**src/rtl/run_ctrl.sv**
```systemverilog
// Run sequencer for the PC: start/load/run/halt with a run-length counter.
// Optional watchdog: define RUN_WATCHDOG_EN.
module run_ctrl #(
  parameter int          PC_W         = 10,
  parameter int          CNT_W        = 16,
  parameter logic [PC_W-1:0] START_ADDR_0 = '0,
  parameter logic [PC_W-1:0] START_ADDR_1 = '0,
  parameter logic [PC_W-1:0] START_ADDR_2 = '0,
  parameter logic [PC_W-1:0] START_ADDR_3 = '0,
  parameter int          WDOG_LIMIT   = 4095
) (
  input  logic             Clk,
  input  logic             Reset,
  input  logic             Start,
  input  logic [1:0]       ProgSel,
  input  logic             Halt,
  input  logic             StallReq,
  output logic             CountEn,
  output logic             PcLoad,
  output logic [PC_W-1:0]  PcStartAddr,
  output logic             Busy,
  output logic             Done,
  output logic             Timeout,
  output logic [CNT_W-1:0] CycleCount
);

  typedef enum logic [2:0] {
    IDLE, ARMED, LOAD, RUN, DONE
  } state_t;

  state_t     state, state_nxt;
  logic [1:0] sel;
  logic       latch;
  logic       wdog_to;
  logic       wdog_hit;

`ifdef RUN_WATCHDOG_EN
  localparam logic [CNT_W-1:0] WDOG_LAST = CNT_W'(WDOG_LIMIT - 1);
  logic timeout_q;

  assign wdog_hit = (CycleCount == WDOG_LAST);

  always_ff @(posedge Clk or posedge Reset) begin
    if (Reset)
      timeout_q <= 1'b0;
    else if (state == LOAD)
      timeout_q <= 1'b0;
    else if (wdog_to)
      timeout_q <= 1'b1;
  end

  assign Timeout = timeout_q;
`else
  assign wdog_hit = 1'b0;
  assign Timeout  = 1'b0;
`endif

  // Abort beats halt, halt beats watchdog.
  always_comb begin
    state_nxt = state;
    latch     = 1'b0;
    wdog_to   = 1'b0;
    unique case (state)
      IDLE: begin
        if (Start) begin
          state_nxt = ARMED;
          latch     = 1'b1;
        end
      end
      ARMED: begin
        if (!Start)
          state_nxt = LOAD;
      end
      LOAD: state_nxt = RUN;
      RUN: begin
        if (Start) begin
          state_nxt = ARMED;
          latch     = 1'b1;
        end else if (Halt) begin
          state_nxt = DONE;
        end else if (wdog_hit) begin
          state_nxt = DONE;
          wdog_to   = 1'b1;
        end
      end
      DONE: begin
        if (Start) begin
          state_nxt = ARMED;
          latch     = 1'b1;
        end
      end
      default: state_nxt = IDLE;
    endcase
  end

  always_ff @(posedge Clk or posedge Reset) begin
    if (Reset) begin
      state      <= IDLE;
      sel        <= 2'd0;
      CycleCount <= '0;
    end else begin
      state <= state_nxt;
      if (latch)
        sel <= ProgSel;
      if (state == LOAD)
        CycleCount <= '0;
      else if (state == RUN && CycleCount != '1)
        CycleCount <= CycleCount + 1'b1;
    end
  end

  always_comb begin
    PcStartAddr = START_ADDR_0;
    unique case (sel)
      2'd0: PcStartAddr = START_ADDR_0;
      2'd1: PcStartAddr = START_ADDR_1;
      2'd2: PcStartAddr = START_ADDR_2;
      2'd3: PcStartAddr = START_ADDR_3;
      default: PcStartAddr = START_ADDR_0;
    endcase
  end

  assign CountEn = (state == RUN) && !StallReq && !Halt;
  assign PcLoad  = (state == LOAD);
  assign Busy    = (state == ARMED) || (state == LOAD) || (state == RUN);
  assign Done    = (state == DONE);

endmodule

```
**config.mk**
```make
export PLATFORM = sky130hd
export DESIGN_NAME = run_ctrl
export DESIGN_NICKNAME = d
export VERILOG_FILES = /design/src/rtl/run_ctrl.sv
export SDC_FILE = /design/constraint.sdc
export NUM_CORES = 1
export LEC_CHECK = 0
export BUFFER_PORTS_ARGS = -buffer_cell sky130_fd_sc_hd__buf_2
export CELL_PAD_IN_SITES_DETAIL_PLACEMENT = 1
export CELL_PAD_IN_SITES_GLOBAL_PLACEMENT = 1
export CORE_MARGIN = 5
export CORE_UTILIZATION = 33
export DETAILED_ROUTE_END_ITERATION = 8
export GPL_ROUTABILITY_DRIVEN = 0
export MAX_ROUTING_LAYER = met4
export PLACE_DENSITY = 0.82
export SETUP_SLACK_MARGIN = 0.02
export SYNTH_ARGS = -nofsm -noshare
export SYNTH_HDL_FRONTEND = slang
export SYNTH_SLANG_ARGS = --single-unit
export TNS_END_PERCENT = 5
```
**constraint.sdc**
```tcl
create_clock -name Clk -period 1.72 [get_ports Clk]
set_input_delay 0.258 -clock Clk [delete_from_list [all_inputs] [get_ports Clk]]
set_output_delay 0.258 -clock Clk [all_outputs]
set_load 0.01 [all_outputs]
```
### Yosys cells after proc, flatten, opt, wreduce, memory -nomap -nowiden

Cells that the tools add are included.

| word-level totals | value |
|---|---|
| bits in registers | 21 |
| bits of input ports | 7 |
| output and inout bits | 31 |
| word-level logic and storage cells | 39 |

| cells by class | value |
|---|---|
| $add $sub $neg | 1 |
| equality and inequality tests | 11 |
| muxes and demuxes | 10 |
| reductions and logical operators | 14 |

Operator list:

| cell | number |
|---|---|
| 2-to-1 mux 16 bit | 2 |
| adder 16 x 1 -> 16 bit, second input constant | 1 |
| inequality test 16 bit, second input constant | 1 |
| 2-to-1 mux 3 bit | 4 |
| case mux 3 bit (4 select lines) | 1 |
| 2-to-1 mux 10 bit | 1 |
| == test 3 x 2 -> 1 bit, second input constant | 2 |
| == test 2 bit, second input constant | 2 |
| OR reduction 4 bit | 1 |
| == test 3 x 1 -> 1 bit, second input constant | 1 |
| == test 3 bit, second input constant | 1 |
| logical AND 1 bit | 3 |
| zero test 3 bit | 1 |
| inequality test 3 bit, second input constant | 1 |
| AND reduction 3 bit | 1 |
| OR reduction 3 bit | 1 |
| == test 2 x 1 -> 1 bit, second input constant | 1 |
| zero test 1 bit | 2 |
| zero test 2 bit | 1 |
| logical OR 1 bit | 2 |
| 2-to-1 mux 1 bit | 2 |
| inequality test 2 x 1 -> 1 bit, second input constant | 1 |
| inequality test 2 bit, second input constant | 1 |
| nonzero test 2 bit | 1 |
| OR reduction 2 bit | 1 |

### Logic depth before layout (Yosys ltp)

| logic depth | value |
|---|---|
| depth after elaboration | 4 |
| gate-level depth with buffers | 6 |
| depth with buffers taken out | 5 |

### Worst setup path after synthesis

OpenSTA, ideal clock, no wires.

| timing path | value |
|---|---|
| path kind | register to register |
| from | register CycleCount[0] |
| to | register CycleCount[5] |
| library setup time | 0.077 ns |
| arrival | 1.881 ns |
| data required time | 1.643 ns |
| path slack | -0.238 ns |
| cell stages (with the launch flop) | 7 |
| buffers on the path | 1 |
| period minus slack after synthesis | 1.958 ns |
| cell sequence | dfrtp_1 > ha_1 > and4_1 > and3_4 > buf_6 > or4_1 > a21oi_1 |

| between the ends | value |
|---|---|
| longest elaborated chain between the ends | 3 |
| elaborated cells between the ends (all ways) | 6 |
| classes of those cells | add/sub: 1; eq/ne: 1; mux: 2; reduce/logical: 2 |

RTL lines:

| element | RTL line | source |
|---|---|---|
| from (decl) | 24 | `output logic [CNT_W-1:0] CycleCount` |
| from (signal assigned) | 108 | `CycleCount <= CycleCount + 1'b1;` |
| adder 16 x 1 -> 16 bit / inequality test 16 bit (equally long branches) | 108, 107 |  |
| 2-to-1 mux 16 bit / logical AND 1 bit (equally long branches) | 107 | `else if (state == RUN && CycleCount != '1)` |
| 2-to-1 mux 16 bit / nonzero test 2 bit (equally long branches) | n/a |  |

Parallel ways exist; a longest one is shown, timed or not. The select of a mux whose other input is x is not followed.
A chain may end at the register's enable or synchronous reset.

### Final worst setup path

| timing path | value |
|---|---|
| from | register CycleCount[1] |
| to | register CycleCount[0] |

| between the ends | value |
|---|---|
| longest elaborated chain between the ends | 3 |

RTL lines:

| element | RTL line |
|---|---|
| inequality test 16 bit | 107 |
| logical AND 1 bit | 107 |
| nonzero test 2 bit (no source line) | n/a |

No other way between the ends.

==> metrics <==
Max-cap violations 0; post-synth top area share a little over 40%; Cell Area, Synth 1180 um2; endpoints failing hold 0; clk root buf clkbuf_4; Logic pwr share 44.0%; initial core utilization 34.8%; CTS Buf Count 3; DR vias 1179; HPWL Detailed 2580 um; fin util approximately 45%; Mean Syn Cell Area slightly above 9 um2; first-pass GRT wire length 5650 um; internal power 0.870 mW; Crit. End Element flip-flop; routed len/inst 15.6 um; yosys warns 0; Total GRT Usage ~14%; clk_skew 11.7 ps; Post-synth EDFFs 0; total length of routed wires about 3400 um; placed cell count 209; Final ANT Viol Nets 0; Vias/cell 5.43; max frequency 590 MHz; met2 WL 1700 um; Syn-to-layout area delta 29.4%; Synth area leaders dfrtp_1 (40%), buf_4 (7.0%), a21oi_1 (4.7%); pwr/cell area around 920 nW/um2; DIE AREA between 4000 and 5000 um2; Hold WC Path Type in -> reg; initial drt markers 67; pin count of the biggest net entering global routing 20; Main synth FF type dfrtp_1; switching power ~0.54 mW; max-slew violation count 0; fillers approximately 420; Synth async-reset ratio 100%; ANT cells 0; fin crit share a little over nine tenths; num rows 21; antenna violations before repair 0; Yosys reg bits 19; Tmin final 1700 ps; status completed; vias in the first global route around 1200; WP data required 1960 ps; WL met3 171 um; fraction of layout cells with a size suffix above 1 40.4%; I/O Buffers 24; Max FO, Critical Path 4; CTS tree built; VDD IR max 0.000576 V; Core ar. 3390 um2; clk sinks 19; Crit Path Category reg -> reg; CTS Buffer Depth 2; clock network fraction of design power approximately 16%; GR Overflow Total 0; Post-layout nets 180; Met1 Routed Length 1510 um; Seq/Total Area, Yosys about two fifths; Reg power frac roughly two fifths; largest area contributor in the netlist dfrtp_1; clk slew on worst S/H paths 110 ps; count of final setup violators 0; leak pwr 0.719 nW; DIE WIDTH about 70 um; # DRC 0; Non-Filler Instances 217; Top Metal Used met3; Switching Share 38.3%; CTS H-Tree Depth 1; Post-Synthesis Cells approximately 130; worst skew pair latency between 200 and 300 ps; arrival time at the worst endpoint 1930 ps; Startpoint Class flip-flop; die height 69.8 um; DR pass1 iterations 4; power consumption 1.41 mW; Netlist cell types 36; hold slack final ~150 ps; RSZ-0062 raised after global routing true; Ports 38
==> layer usage <==
| layer | global-route usage [%] | vias up |
|---|---|---|
| li1 | - | 563 |
| met1 | 17.7 | 581 |
| met2 | 24.0 | 35 |
| met3 | 3.19 | 0 |
| met4 | 1.28 | 0 |
| met5 | - | - |
==> cells by family (layout without fill, tap and decap cells) <==
kind of cell | count (synthesis) | count (layout) | share of synthesized area (%)
AOI/OAI and AO/OA | 34 | 34 | 19.6
adders and majority gates | 1 | 1 | 1.06
buffers and inverters | 21 | 54 | 11.6
DFF | 19 | 19 | 40.3
other | 1 | 11 | 0.318
and+or+nand+nor | 52 | 52 | 27.1
==> Yosys cell counts (2+ instances only) <==
| master | count |
|---|---|
| inv_1 | 4 |
| dfrtp_1 | 19 |
| clkbuf_1 | 3 |
| nor2_1 | 4 |
| nand4_1 | 5 |
| nand3_1 | 7 |
| or4_1 | 6 |
| o31ai_1 | 6 |
| a211oi_1 | 2 |
| nand2b_1 | 4 |
| o311ai_0 | 4 |
| o41ai_1 | 4 |
| a21oi_1 | 11 |
| and2_1 | 3 |
| and4_1 | 4 |
| buf_6 | 2 |
| a31oi_1 | 2 |
| and3_1 | 3 |
| buf_4 | 11 |
| nand2_1 | 8 |
==> power groups by stage <==
stage	logic, mW	clock network (mW)	registers [mW]
after floorplan	0.306	0	0.594
after global placement	0.550	0	0.559
after detailed placement	0.574	0	0.566
after CTS	0.584	0.234	0.558
after global routing	0.696	0.254	0.578
final	0.621	0.226	0.563
==> critical path, stage by stage, from the launching register on <==
cell     delay, ps
dfrtp_2        440
ha_4           160
and4_4         200
and4_2         270
or4b_1         470
nand3_1         90
==> state kept, by name (all words and copies together) (netlist names) <==
| register | cells |
|---|---|
| CycleCount | 16 |
| state | 3 |
==> stage by stage <==
stage | cell area (um2) | setup slack, ps | setup TNS, ps
4_1_cts | 1460 | 4.14 | 0
3_5_place_dp | 1430 | 16.5 | 0
6_report | 1530 | 24.1 | 0
2_1_floorplan | 1230 | -44.3 | -44.3
3_3_place_gp | 1430 | 103 | 0
5_1_grt | 1530 | -47.4 | -165
==> timing repair <==
action | 4_1_cts | 5_1_grt
hold buffers | 1 | 0
gates resized for setup | 2 | 14
hold endpoints to repair | 19 | 0
setup buffers | 0 | 3
endpoints found under the setup margin | 3 | 11
pin swaps | 1 | 4
==> layout by cell type (no fill, tap or decap), types with 2 or more instances in the layout <==
master and n:
a211oi_1 2, a21oi_1 8, a21oi_2 3, a31oi_1 2
and2_1 2, and3_1 3, and4_1 2, buf_2 24
buf_4 21, clkbuf_4 3, conb_1 11, dfrtp_1 14
dfrtp_2 5, inv_1 3, nand2_1 7, nand2b_1 3
nand3_1 7, nand4_1 5, nor2_1 3, o311ai_0 4
o31ai_1 6, o41ai_1 4, or4_1 4, or4_4 2
==> path summary, 6_finish.rpt <==
| path | depth (start not counted) | endpoint | slack [ps] | start |
|---|---|---|---|---|
| hold reg to reg | 1 | CycleCount[15] | 530 | CycleCount[15] |
| setup / recovery | 5 | CycleCount[0] | 20 | CycleCount[1] |
| min in group asynchronous | 4 | CycleCount[15] | 510 | Reset |
| hold / removal | 2 | state[2] | 150 | Start |
| max in group asynchronous | 4 | state[1] | 980 | Reset |
| setup reg to reg | 5 | CycleCount[0] | 20 | CycleCount[1] |
==> final cells by class <==
cell class                      count  area [um2]  share of cell area, %
Clock buffer                        4        26.3                   1.72
Inverter                            4        15.0                  0.984
Multi-Input combinational cell     98         658                   43.1
Sequential cell                    19         482                   31.6
Tap cell                           46        57.6                   3.77
Timing Repair Buffer               46         288                   18.9
Note: power is estimated with default switching activity, not from simulation.
